===== config.mk =====
export PLATFORM = sky130hd
export DESIGN_NAME = pwm_multi_ch
export DESIGN_NICKNAME = d
export VERILOG_FILES = /design/src/rtl/pwm_multi_ch.sv
export SDC_FILE = /design/constraint.sdc
export NUM_CORES = 1
export LEC_CHECK = 0
export ABC_CLOCK_PERIOD_IN_PS = 2100
export BUFFER_PORTS_ARGS = -buffer_cell sky130_fd_sc_hd__buf_2
export CORE_MARGIN = 1
export CORE_UTILIZATION = 45
export CTS_BUF_LIST = sky130_fd_sc_hd__clkbuf_4
export DETAILED_ROUTE_END_ITERATION = 12
export PLACE_DENSITY_LB_ADDON = 0.15
export SLEW_MARGIN = 20
export SYNTH_ARGS = -nofsm -noshare
export SYNTH_HDL_FRONTEND = slang
export SYNTH_SLANG_ARGS = --single-unit

===== constraint.sdc =====
create_clock -name clk -period 2.1 [get_ports clk]
set_input_delay 0.525 -clock clk [delete_from_list [all_inputs] [get_ports clk]]
set_output_delay 0.525 -clock clk [all_outputs]
set_load 0.1 [all_outputs]

===== src/rtl/pwm_multi_ch.sv =====
// Multi-channel PWM generator: one shared prescaled time base (edge- or centre-aligned)
// feeding per-channel compare lanes with shadow/active duty registers.

module pwm_lane #(
  parameter int WIDTH = 8
) (
  input  logic             clk,
  input  logic             rst_n,
  input  logic             ena,
  input  logic             load,
  input  logic             wr_hit,
  input  logic [WIDTH-1:0] wr_data,
  input  logic [WIDTH-1:0] cnt,
  input  logic             invert,
  output logic             pwm_out
);
  logic [WIDTH-1:0] duty_s, duty_a;

  always_ff @(posedge clk or negedge rst_n) begin
    if (!rst_n) begin
      duty_s  <= '0;
      duty_a  <= '0;
      pwm_out <= 1'b0;
    end else begin
      if (wr_hit) duty_s <= wr_data;
      // a write landing on the boundary goes straight into the active register
      if (load) duty_a <= wr_hit ? wr_data : duty_s;
      pwm_out <= ena & ((cnt < duty_a) ^ invert);
    end
  end
endmodule

module pwm_multi_ch #(
  parameter int CHANNELS = 4,
  parameter int WIDTH    = 8,
  parameter int PRESC_W  = 8,
  parameter int AW       = (CHANNELS > 1) ? $clog2(CHANNELS) : 1
) (
  input  logic                clk,
  input  logic                rst_n,
  input  logic                ena,
  input  logic                wr_en,
  input  logic [AW-1:0]       wr_addr,
  input  logic [WIDTH-1:0]    wr_data,
  input  logic [WIDTH-1:0]    period,
  input  logic [PRESC_W-1:0]  prescale,
  input  logic                center_mode,
  input  logic [CHANNELS-1:0] invert,
  output logic [CHANNELS-1:0] pwm_out,
  output logic                period_tick
);
  typedef struct packed {
    logic [WIDTH-1:0]   per;
    logic [PRESC_W-1:0] pre;
    logic               center;
  } cfg_t;

  cfg_t               cfg_a;
  logic [PRESC_W-1:0] pcnt;
  logic [WIDTH-1:0]   cnt;
  logic               dir;
  logic               force_bnd;
  logic               tick;
  logic               boundary;

  assign tick = ena && (pcnt == cfg_a.pre);

  always_comb begin
    boundary = 1'b0;
    if (tick) begin
      if (force_bnd || cfg_a.per == '0)
        boundary = 1'b1;
      else if (!cfg_a.center)
        boundary = (cnt == cfg_a.per);
      else
        // P=1 centre never reaches cnt==1 while down, so its turn-around is the boundary
        boundary = dir ? (cnt == WIDTH'(1))
                       : (cnt == WIDTH'(1) && cfg_a.per == WIDTH'(1));
    end
  end

  always_ff @(posedge clk or negedge rst_n) begin
    if (!rst_n) begin
      cfg_a       <= '0;
      pcnt        <= '0;
      cnt         <= '0;
      dir         <= 1'b0;
      force_bnd   <= 1'b1;
      period_tick <= 1'b0;
    end else if (!ena) begin
      pcnt        <= '0;
      cnt         <= '0;
      dir         <= 1'b0;
      force_bnd   <= 1'b1;
      period_tick <= 1'b0;
    end else begin
      period_tick <= boundary;
      pcnt        <= tick ? '0 : pcnt + 1'b1;
      if (boundary) begin
        cnt       <= '0;
        dir       <= 1'b0;
        force_bnd <= 1'b0;
        cfg_a     <= '{per: period, pre: prescale, center: center_mode};
      end else if (tick) begin
        if (!cfg_a.center)         cnt <= cnt + 1'b1;
        else if (dir)              cnt <= cnt - 1'b1;
        else if (cnt == cfg_a.per) begin
          dir <= 1'b1;
          cnt <= cnt - 1'b1;
        end else                   cnt <= cnt + 1'b1;
      end
    end
  end

  for (genvar i = 0; i < CHANNELS; i++) begin : g_lane
    pwm_lane #(.WIDTH(WIDTH)) u_lane (
      .clk     (clk),
      .rst_n   (rst_n),
      .ena     (ena),
      .load    (boundary),
      .wr_hit  (wr_en && (wr_addr == AW'(i))),
      .wr_data (wr_data),
      .cnt     (cnt),
      .invert  (invert[i]),
      .pwm_out (pwm_out[i])
    );
  end
endmodule


==> metrics <==
Fin. Hold Viols=0; via count=between 3000 and 4000; pwr/cell area=around 1000 nW/um^2; failing checks=design-rule violations; CTS Sinks=104; clock buffer depth=2; reg2reg setup slack=50 ps; Synth area leader=dfrtp_1; unrepaired setup endpoints after global routing=true; Synth top area share=0.474; CP Class=reg -> reg; fmax=0.488 GHz; startpoint types=flop; syn_area_per_cell=between 10 and 15 sq um; antenna-violating nets left=0; Die Y=112 um; cells on worst reg2reg path=8; placed insts=645; worst slack, placed=-59.4 ps; leakage power=3.04 nW; nets@finish=581; GR Util met1=0.260; gate family responsible for the most delay along the worst path=flip-flops; synthesis-to-layout area growth=12.3%; vias in the first global route=around 3500; routed length per placed instance=16.0 um; Setup crit end kind=flop; GR peak layer=met2; Final period util=0.976; Post-synth EDFFs=0; Mapped Nets=523; port bufs=39; max incr delay on CP=430 ps; slew margin rel.=0.623; H-tree Lvls=3; Die Footprint=12500 sq um; worst hold path class=in -> async; status=finished, violations left; Final min period=2050 ps; die width=112 um; Finished Layout Cells=661; DRT iter0 DRCs=roughly 130; final setup margin=50.5 ps; ys flop type=dfrtp_1; vias per cell=5.19; Worst Max-Slew Pin Slew=565 ps; DRC errors left=1; CTS tree=done; DP Wirelength=7.91 mm; # setup viols final=0; Commonest cells post-synth=dfrtp_1 (103), inv_1 (38), mux2_2 (36); CP Data Required Time=2480 ps; number of buffers created by CTS=9; Arr. time, crit path=2430 ps; Reg-to-Reg Start=cnt[1]; Std-Cell Rows=39; final setup TNS=0 ps; core box area=11600 sq um; Final Max Tran Viols=0; routing usage on met3=0.0435; post-place instance area=just under 6000 sq um; first-pass GRT wire length=approximately 18 mm; maxcap violations=0; worst path cell trace=inv_1 -> ha_1 -> nor2b_1 -> nand4_1 -> o21ai_2 -> o211ai_4 -> buf_12 -> mux2_2; # hold bufs at CTS=0; Routed Wire Length=approximately 11 mm; Post-Synthesis Cells=roughly 460; final instance area=6110 sq um; r2r endpoint=g_lane[0].u_lane.duty_a[7]; drt first pass iters=8; grt total ovfl=0; largest net degree at the start of global routing=~110; grt met2 use=0.278; I/O pin cnt=40; Fin Hold WS=57.3 ps; maximum VDD drop=roughly 0.58 mV; initial core utilization=0.469; most frequent cell after synthesis=dfrtp_1; GP Congestion=about 0.83; antenna cells=0; top cells by area, synth=dfrtp_1 (47%), mux2_2 (7.4%), ha_1 (7.4%), mux2_4 (6.9%), a21oi_2 (2.7%); clk_lat worst skew=480 ps; share of post-route cells with drive strength above 1=0.342; initial antenna violation count=0; Clk Tree Root Cell=clkbuf_4; worst setup skew after layout=16.5 ps; crit path max fanout=31; Worst-path clk slew=around 150 ps; crit path max-delay cell type=dfrtp_1; post-synth cell types=50; Worst Path Buf+Inv=2; synth warn=0; Tot GR Track Use=0.186; async set-reset flop share out of synthesis=1.00; Post-Syn Area=5440 sq um; Synth Register Bits=between 100 and 150; Seq/Total Area, Yosys=0.479
-- worst max-delay path by stage --
| stage | depth (start not counted) | endpoint | start |
|---|---|---|---|
| 2_1_floorplan | 8 | cfg_a[0] | cnt[1] |
| 3_3_place_gp | 7 | g_lane[0].u_lane.pwm_out | cnt[1] |
| 3_5_place_dp | 7 | g_lane[0].u_lane.pwm_out | cnt[1] |
| 4_1_cts | 7 | g_lane[2].u_lane.pwm_out | cnt[1] |
| 5_1_grt | 7 | g_lane[2].u_lane.pwm_out | cnt[1] |
| 6_report | 8 | g_lane[0].u_lane.duty_a[7] | cnt[1] |
-- state kept, by name, summed over array words and instances (netlist names) --
signal                 count
pcnt                       8
cfg_a                     17
dir                        1
g_lane.u_lane.duty_a      32
period_tick                1
g_lane.u_lane.pwm_out      4
cnt                        8
force_bnd                  1
g_lane.u_lane.duty_s      32
-- worst register-to-register path, cell delays in order, from the launching register on --
cell	delay, ps
dfrtp_1	430
inv_1	100
ha_1	190
nor2b_1	120
nand4_1	100
o21ai_2	110
o211ai_4	300
buf_12	250
mux2_2	370
-- through the flow --
step,total power [mW],utilization
finish,6.26,0.526
global route,6.72,0.526
CTS,6.28,0.522
detailed placement,5.10,0.508
global placement,5.03,0.508
floorplan,4.54,-
-- cell type report --
type,instances,area (sq um)
Multi-Input combinational cell,293,2590
Inverter,39,146
Clock buffer,10,75.1
Fill cell,1051,5500
Sequential cell,104,2600
Timing Repair Buffer,67,437
Clock inverter,5,81.3
Tap cell,143,179
-- per-layer routing --
metal	vias up	routed length, um
met5	-	0
met4	0	193
met3	13	303
met2	45	4900
met1	1676	5190
li1	1694	-
-- power by group --
group	switching [mW]	internal (mW)	total, mW	leakage, nW
logic	1.05	1.10	2.15	1.68
clock network	0.657	0.493	1.15	0.0829
registers	0.353	2.61	2.96	1.28
total	2.06	4.20	6.26	3.04
-- what timing repair did --
| action | 4_1_cts | 5_1_grt |
|---|---|---|
| setup buffers | 0 | 1 |
| gates resized for setup | 1 | 9 |
| endpoints found under the setup margin | 1 | 35 |
| pin swaps | 0 | 1 |
-- placed cells by master (no fill, tap or decap), types with 15 or more instances in the layout --
cell     Yosys  routed
dfrtp_1    103     103
buf_2        5      38
mux2_4      25      25
a21oi_2     17      18
buf_4        5      26
nand2_1     15      15
xnor2_1     17      17
ha_1        32      32
mux2_2      36      36
inv_1       38      38
nor2_1      32      31
-- logic make-up (layout without fill, tap and decap cells) --
kind of cell             Yosys count  count (layout)  share of synthesized area
AO/OA/AOI/OAI                     69              69                      0.101
flip-flops                       104             104                      0.479
adder cells (fa/ha/maj)           32              32                     0.0736
buffers and inverters             59             121                     0.0536
multiplexers                      70              70                      0.160
AND/OR/NAND/NOR                   99              99                     0.0966
XOR/XNOR                          23              23                     0.0370
(Power assumes the default switching activity.)
